===== config.mk =====
export PLATFORM = sky130hd
export DESIGN_NAME = digit_argmax
export DESIGN_NICKNAME = d
export VERILOG_FILES = /design/src/rtl/digit_argmax.sv
export SDC_FILE = /design/constraint.sdc
export NUM_CORES = 1
export LEC_CHECK = 0
export ABC_AREA = 1
export CAP_MARGIN = 20
export CELL_PAD_IN_SITES_DETAIL_PLACEMENT = 1
export CELL_PAD_IN_SITES_GLOBAL_PLACEMENT = 1
export CORE_ASPECT_RATIO = 1.25
export CORE_UTILIZATION = 40
export CTS_BUF_LIST = sky130_fd_sc_hd__clkbuf_4
export DETAILED_ROUTE_END_ITERATION = 7
export PLACE_DENSITY_LB_ADDON = 0.2
export REMOVE_ABC_BUFFERS = 1
export SLEW_MARGIN = 20
export SYNTH_ARGS = -nofsm -noshare
export SYNTH_HDL_FRONTEND = slang
export SYNTH_SLANG_ARGS = --single-unit

===== constraint.sdc =====
create_clock -name clk -period 3.1 [get_ports clk]
set_clock_uncertainty 0.15 [all_clocks]
set_input_delay 0.775 -clock clk [delete_from_list [all_inputs] [get_ports clk]]
set_output_delay 0.775 -clock clk [all_outputs]
set_load 0.005 [all_outputs]

===== src/rtl/digit_argmax.sv =====
// digit_argmax: captures the output-layer neurons and scans them one per cycle
// to find the winning digit. The result is held under a valid/ack handshake.
// Optional feature macro: ARGMAX_MARGIN_EN (builds best-vs-second margin and lowConf).
module digit_argmax #(
  parameter int WIDTH       = 8,
  parameter int NUM_CLASSES = 10,
  parameter int MARGIN_TH   = 4
) (
  input  logic                         clk,
  input  logic                         rst,
  input  logic [NUM_CLASSES*WIDTH-1:0] neurons,
  input  logic                         capture,
  input  logic                         outAck,
  output logic                         outValid,
  output logic [3:0]                   digit,
  output logic [WIDTH-1:0]             maxValue,
  output logic [WIDTH-1:0]             margin,
  output logic                         lowConf,
  output logic                         busy,
  output logic                         overrun
);

  typedef enum logic [1:0] {IDLE, SCAN, DONE} state_t;

  localparam logic [3:0] LAST_IDX = 4'(NUM_CLASSES - 1);

  state_t             state_q, state_d;
  logic [WIDTH-1:0]   buf_q [NUM_CLASSES];
  logic [WIDTH-1:0]   buf_d [NUM_CLASSES];
  logic [WIDTH-1:0]   best_q, best_d;
  logic [3:0]         best_idx_q, best_idx_d;
  logic [3:0]         idx_q, idx_d;
  logic               out_valid_q, out_valid_d;
  logic [3:0]         digit_q, digit_d;
  logic [WIDTH-1:0]   max_value_q, max_value_d;
  logic               busy_q, busy_d;
  logic               overrun_q, overrun_d;

  logic               accept;
  logic [WIDTH-1:0]   v;
  logic [WIDTH-1:0]   best_n;
  logic [3:0]         best_idx_n;

`ifdef ARGMAX_MARGIN_EN
  logic [WIDTH-1:0]   second_q, second_d, second_n;
  logic [WIDTH-1:0]   margin_q, margin_d;
  logic               low_conf_q, low_conf_d;
`endif

  assign accept = capture && ((state_q == IDLE) || ((state_q == DONE) && outAck));
  assign v      = buf_q[idx_q];

  // Next-state, scan datapath and registered-output updates.
  always_comb begin
    state_d     = state_q;
    best_d      = best_q;
    best_idx_d  = best_idx_q;
    idx_d       = idx_q;
    out_valid_d = out_valid_q;
    digit_d     = digit_q;
    max_value_d = max_value_q;
    busy_d      = busy_q;
    overrun_d   = overrun_q;
    best_n      = best_q;
    best_idx_n  = best_idx_q;
    for (int unsigned i = 0; i < NUM_CLASSES; i++) buf_d[i] = buf_q[i];
`ifdef ARGMAX_MARGIN_EN
    second_d    = second_q;
    second_n    = second_q;
    margin_d    = margin_q;
    low_conf_d  = low_conf_q;
`endif

    // Strict compare: lowest index wins ties.
    if (v > best_q) begin
      best_n     = v;
      best_idx_n = idx_q;
`ifdef ARGMAX_MARGIN_EN
      second_n   = best_q;
`endif
    end
`ifdef ARGMAX_MARGIN_EN
    else if (v > second_q) begin
      second_n = v;
    end
`endif

    if (accept) begin
      for (int unsigned i = 0; i < NUM_CLASSES; i++) buf_d[i] = neurons[i*WIDTH +: WIDTH];
      best_d      = neurons[WIDTH-1:0];
      best_idx_d  = '0;
      idx_d       = 4'd1;
      out_valid_d = 1'b0;
      overrun_d   = 1'b0;
      busy_d      = 1'b1;
      state_d     = SCAN;
`ifdef ARGMAX_MARGIN_EN
      second_d    = '0;
`endif
    end else begin
      case (state_q)
        SCAN: begin
          if (capture) overrun_d = 1'b1;
          best_d     = best_n;
          best_idx_d = best_idx_n;
          idx_d      = idx_q + 4'd1;
`ifdef ARGMAX_MARGIN_EN
          second_d   = second_n;
`endif
          // The final compare folds straight into the result registers.
          if (idx_q == LAST_IDX) begin
            state_d     = DONE;
            busy_d      = 1'b0;
            out_valid_d = 1'b1;
            digit_d     = best_idx_n;
            max_value_d = best_n;
`ifdef ARGMAX_MARGIN_EN
            margin_d    = best_n - second_n;
            low_conf_d  = ((best_n - second_n) < WIDTH'(MARGIN_TH));
`endif
          end
        end
        DONE: begin
          if (outAck) begin
            out_valid_d = 1'b0;
            state_d     = IDLE;
          end else if (capture) begin
            overrun_d = 1'b1;
          end
        end
        default: ;
      endcase
    end
  end

  // Control and result registers, cleared by the asynchronous reset.
  always_ff @(posedge clk or negedge rst) begin
    if (!rst) begin
      state_q     <= IDLE;
      best_q      <= '0;
      best_idx_q  <= '0;
      idx_q       <= '0;
      out_valid_q <= 1'b0;
      digit_q     <= '0;
      max_value_q <= '0;
      busy_q      <= 1'b0;
      overrun_q   <= 1'b0;
`ifdef ARGMAX_MARGIN_EN
      second_q    <= '0;
      margin_q    <= '0;
      low_conf_q  <= 1'b0;
`endif
    end else begin
      state_q     <= state_d;
      best_q      <= best_d;
      best_idx_q  <= best_idx_d;
      idx_q       <= idx_d;
      out_valid_q <= out_valid_d;
      digit_q     <= digit_d;
      max_value_q <= max_value_d;
      busy_q      <= busy_d;
      overrun_q   <= overrun_d;
`ifdef ARGMAX_MARGIN_EN
      second_q    <= second_d;
      margin_q    <= margin_d;
      low_conf_q  <= low_conf_d;
`endif
    end
  end

  // Neuron buffer; contents are irrelevant until a capture loads it.
  always_ff @(posedge clk) begin
    for (int unsigned i = 0; i < NUM_CLASSES; i++) buf_q[i] <= buf_d[i];
  end

  assign outValid = out_valid_q;
  assign digit    = digit_q;
  assign maxValue = max_value_q;
  assign busy     = busy_q;
  assign overrun  = overrun_q;
`ifdef ARGMAX_MARGIN_EN
  assign margin   = margin_q;
  assign lowConf  = low_conf_q;
`else
  assign margin   = '0;
  assign lowConf  = 1'b0;
`endif

endmodule


## After elaboration in Yosys (flattened, before gate mapping)

Memories as Yosys holds them, arrays and structs flattened.
Cells that the tools add are included.

- Add/sub/neg operators: 1
- Reduce and logical (&&, ||, !) cells: 11
- $lt $le $gt $ge: 1
- Bitwise operators: 1
- Muxes and demuxes: 24
- Equality and inequality tests: 7

Operators with widths:

| kind | count |
|---|---|
| $mux W80 | 1 |
| $mux W8 | 3 |
| $mux W4 | 5 |
| $mux W1 | 9 |
| $ne A3 B3 Y1 const B | 3 |
| $gt A8 B8 Y1 | 1 |
| $mux W2 | 3 |
| $reduce_and A3 Y1 | 2 |
| $add A4 B1 Y4 const B | 1 |
| $eq A4 B4 Y1 const B | 1 |
| $pmux W1 S2 | 2 |
| $pmux W2 S2 | 1 |
| $reduce_and A2 Y1 | 2 |
| $reduce_bool A2 Y1 | 2 |
| $reduce_bool A3 Y1 | 1 |
| $eq A2 B1 Y1 const B | 1 |
| $eq A2 B2 Y1 const B | 1 |
| $logic_and A1 B1 Y1 | 2 |
| $logic_not A2 Y1 | 1 |
| $logic_or A1 B1 Y1 | 1 |
| $ne A1 B1 Y1 const B | 1 |
| $not A1 Y1 | 1 |

- Memories kept: 1
- RAM bits: 80
- Output and inout port bits: 24
- Bits in registers: 33
- Logic and storage cells: 55

Memories:

| name | words | width | read ports | clocked after Yosys merged registers in | wr ports | RTL line | source |
|---|---|---|---|---|---|---|---|
| buf_q | 10 | 8 | 1 | 0 | 10 | 28 | `logic [WIDTH-1:0] buf_q [NUM_CLASSES];` |

## Depth between registers and ports, before layout

- Depth in word-level cells: 6
- Gate-level depth with buffers: 24
- Gate-level depth less buffers: 21

## Least setup slack after synthesis

OpenSTA, ideal clock, no wires.

- Kind: register to register
- Start: reg idx_q[0]
- End: reg max_value_q[0] (netlist: maxValue[0])
- Buffers on the path: 3
- Setup time: 0.117 ns
- Period minus slack after synthesis: 2.363 ns
- Cell stages (with the launch flop): 20
- Setup slack: 0.737 ns
- Arrival: 2.097 ns
- Data required time: 2.833 ns
- Cell sequence: dfrtp_1 > buf_6 > inv_6 > buf_6 > nand2_1 > nand3_1 > nand3_1 > nand3_1 > nand2_1 > ha_1 > nand2_1 > nor2_2 > nand3_1 > nor2_1 > a21oi_2 > buf_4 > nand2_1 > nand2_1 > nand2_1 > nand2_1

- Cells in the longest elaborated chain, start to end: 3
- Elaborated cells between the ends (all ways): 5
- Those cells by class: order compare (1); eq/ne (1); mux (1); reduce/logical (1); memory (1)

RTL lines:

| element | RTL line | source |
|---|---|---|
| start, declared | 32 | `logic [3:0] idx_q, idx_d;` |
| start signal, assigned | 157 | `idx_q <= idx_d;` |
| $mem_v2 Z10 W8 | n/a |  |
| $gt A8 B8 Y1 | 75 | `if (v > best_q) begin` |
| $mux W8 | 75 |  |
| end signal, assigned | 160 | `max_value_q <= max_value_d;` |
| end, declared | 35 | `logic [WIDTH-1:0] max_value_q, max_value_d;` |

Several ways; a longest one is shown, not always the timed one.
A chain may end at the register's enable or synchronous reset.

## Worst setup path in the final report

Same ends and word-level chain as after synthesis.

==> summary.txt <==
Run status
  – Status: complete, no violations

Detailed routing
  – Pre-antenna DRT Iters: 4
  – Top routing layer used: met4
  – Vias per cell: 4.82
  – Drt wl/cell: 15.2 um
  – Met1 WL: 5.35 mm
  – Met2 WL: 6.65 mm
  – Final ANT Viol Nets: 0
  – DR vias: 3,975
  – Routed wl met3: 368 um
  – Drt total wl: 12.5 mm
  – Drt initial violations: 115
  – DR DRC count: 0

Setup path
  – CP Class: reg -> reg
  – CP max stage delay: 0.55 ns
  – CP Data Required Time: 3.36 ns
  – CP Launch Type: flip-flop
  – Arr. time, crit path: 3.13 ns
  – Slowest cell on the critical path: dfrtp_2
  – Crit path capture type: flip-flop
  – Most numerous cell on the critical path: nand2_1
  – CP Buf/Inv Count: 1
  – CP delay by family, top: simple AND/OR/NAND/NOR gates
  – Crit-path cells: buf_4, nand2_1, nand3_1, nand3_1, nand3_1, nand2_1, ha_1, nand2_1, nor2_2, nand3_1, o21ai_4, nand2_1, nand2_1, nand2_1, nand2_1
  – Worst Path Max Fanout: 16

Power
  – Clock share of power: 32.0%
  – Internal Pwr Total: 0.00203 W
  – Logic pwr share: 4.8%
  – Max VDD drop: 231 uV
  – Pwr Density: 391 nW/um2
  – Switching portion of total power: 20.1%
  – Seq pwr share: 63.2%
  – P_leak: 2.93 nW
  – Sw power: 0.000512 W

Global route
  – Antenna violations before repair: 1
  – Largest net degree at the start of global routing: 91
  – Overflow after GRT: 0
  – First-pass GRT wire length: 20.3 mm
  – Vias in the first global route: 4,256
  – GRT Total Usage: 19.4%

Place
  – DPL Wire Length: 8.53 mm
  – DP Area: 6310 um2
  – IO Port Bufs: 98
  – Final Wtd Congestion: 0.805
  – Setup slack at placement: 0.126 ns

Layout
  – Area growth syn-to-layout: 24.7%
  – Multi-input logic area: 1500 um2
  – Share of layout cells above drive strength 1: 6.86%
  – Final Net Count: 745
  – Fin area: 6500 um2
  – Fill cells: 1,494
  – Seq. cell area: 3200 um2
  – Fin util: 51.1%

Synthesis
  – Sequential-to-total area share from yosys stat: 61.4%
  – Register bit total from synthesis: 112
  – Avg Inst Size Synth: 9.46 um2
  – Main flop type after synthesis: edfxtp_1
  – Synthesized area: 5210 um2
  – Mapped Cells: 551
  – Yosys Warn Count: 0
  – Distinct cells, synth: 28
  – Async set or reset register ratio after synthesis: 28.6%
  – Number of synthesized flops with an enable pin: 80

CTS
  – CTS tree: built
  – Root Driver: clkbuf_4
  – Deepest clock path buffer count: 2
  – CTS H-Tree Depth: 3
  – CTS sink count: 112
  – CTS Hold Bufs: 0
  – CTS Buf Count: 9
  – Clock latency at the later pin of the worst-skew pair: 0.46 ns
  – Clk pin slew, worst setup/hold paths: 0.17 ns

Timing
  – Highest clock rate: 349 MHz
  – Worst-Margin Slew: 0.503 ns
  – Hold Vio Cnt, Final: 0
  – Final min period: 2.87 ns
  – Final Cycle Share: 92.4%
  – Slew headroom: 66.5%
  – Worst setup margin: 0.234 ns
  – Worst hold slack: 0.349 ns
  – Fin. max-slew vios: 0
  – Finish-stage setup viols: 0
  – RSZ-0062 raised after global routing: false

Floorplan
  – Starting Density: 41.0%
  – I/O pin count: 108
  – Core Box Area: 12,700 um2
  – Die Span X: 104 um
  – Die height: 130 um
  – Die area: 13,500 um2
  – FP Rows: 46

Flow run
  – MaxCap Viol Count: 0

Hold path
  – Hold WC Path Type: reg -> reg
stage by stage:
stage               setup TNS, ns  total power [W]  cells
CTS                             0          0.00257    822
detailed placement              0          0.00176    806
global placement                0          0.00176    806
finish                          0          0.00254    825
floorplan                  -23.31          0.00164    529
global route                    0          0.00262    825
repair_timing:
item,in CTS,in global routing
buffers inserted,0,2
endpoints found under the hold margin,0,0
resized for setup,0,3
endpoints found under the setup margin,0,24
sequential cells by signal, indices dropped and copies added, names as in the netlist, named ones only:
signal,count
best_q,8
outValid,1
state_q,1
digit,4
idx_q,4
maxValue,8
buf_q,80
best_idx_q,4
busy,1
power groups by stage:
stage	Sequential [W]	Clock, W	Combinational [W]
3_5_place_dp	0.00164	0	0.000124
5_1_grt	0.00161	0.000883	0.000131
3_3_place_gp	0.00164	0	0.000122
4_1_cts	0.00161	0.000836	0.000124
2_1_floorplan	0.00164	0	0.00000344
6_report	0.00161	0.000815	0.000122
per-layer routing:
layer / vias up / track usage (%)
li1: 1930 / -
met1: 1953 / 22.3
met2: 79 / 36.7
met3: 13 / 3.27
met4: 0 / 6.13
met5: - / 0
logic make-up (layout without fill, tap and decap cells):
kind of cell | Yosys count | count (layout) | share of synthesized area [%]
and+or+nand+nor | 283 | 283 | 22.4
buffers and inverters | 114 | 211 | 10.4
DFF | 112 | 112 | 61.4
AOI/OAI and AO/OA | 31 | 31 | 3.26
adders and majority gates | 10 | 10 | 2.40
other | 1 | 10 | 0.0719
layout by cell type, fill, tap and decap left out, types with 2 or more instances in the layout:
cell             count
bufinv_16            2
o21ai_0             13
inv_1               76
nand3_1             58
clkbuf_4            10
clkdlybuf4s50_1     98
nor2_1              20
nand2_2              2
edfxtp_1            80
ha_1                10
buf_4               11
nand2_1            198
inv_2                5
o21ai_1              7
a21oi_1              6
dfrtp_1             31
conb_1               9
clkinv_1             2
tightest hold or removal path, stage by stage, from the launching register on:
cell     delay, ns
dfrtp_1       0.38
nand2_1       0.05
nand2_1       0.05
path summary, 6_finish.rpt:
| check | from | end | slack, ns | cells past startpoint |
|---|---|---|---|---|
| worst max-delay path | idx_q[0] | maxValue[0] | 0.23 | 15 |
| worst min-delay path | digit[2] | digit[2] | 0.35 | 2 |
| worst max register to register | idx_q[0] | maxValue[0] | 0.23 | 15 |
| worst min register to register | digit[2] | digit[2] | 0.35 | 2 |
| max in group asynchronous | rst | best_q[6] | 1.90 | 2 |
| min in group asynchronous | rst | async pin | 0.55 | 2 |
synthesized netlist by cell type (2+ instances only):
| master | n | share of area, % |
|---|---|---|
| a21oi_1 | 6 | 0.58 |
| buf_2 | 6 | 0.58 |
| nor2_1 | 20 | 1.4 |
| clkbuf_1 | 2 | 0.14 |
| o21ai_2 | 2 | 0.34 |
| ha_1 | 10 | 2.4 |
| edfxtp_1 | 80 | 46 |
| o21ai_1 | 7 | 0.67 |
| inv_2 | 5 | 0.36 |
| nand2_1 | 198 | 14 |
| dfrtp_1 | 32 | 15 |
| nand3_1 | 58 | 5.6 |
| o21ai_0 | 13 | 1.2 |
| inv_1 | 77 | 5.5 |
| buf_4 | 17 | 2.4 |
| buf_6 | 5 | 1.1 |
| nand2_2 | 2 | 0.24 |
layout make-up:
class	instances	area share, %
diodes	1	0.0385
flip-flops and latches	112	49.3
well taps	168	3.23
repair buffers	111	16.8
clock buffers	10	1.15
clock inverters	6	1.29
inverters	84	5.02
multi-input cells	333	23.1
Note: power is estimated with default switching activity, not from simulation.
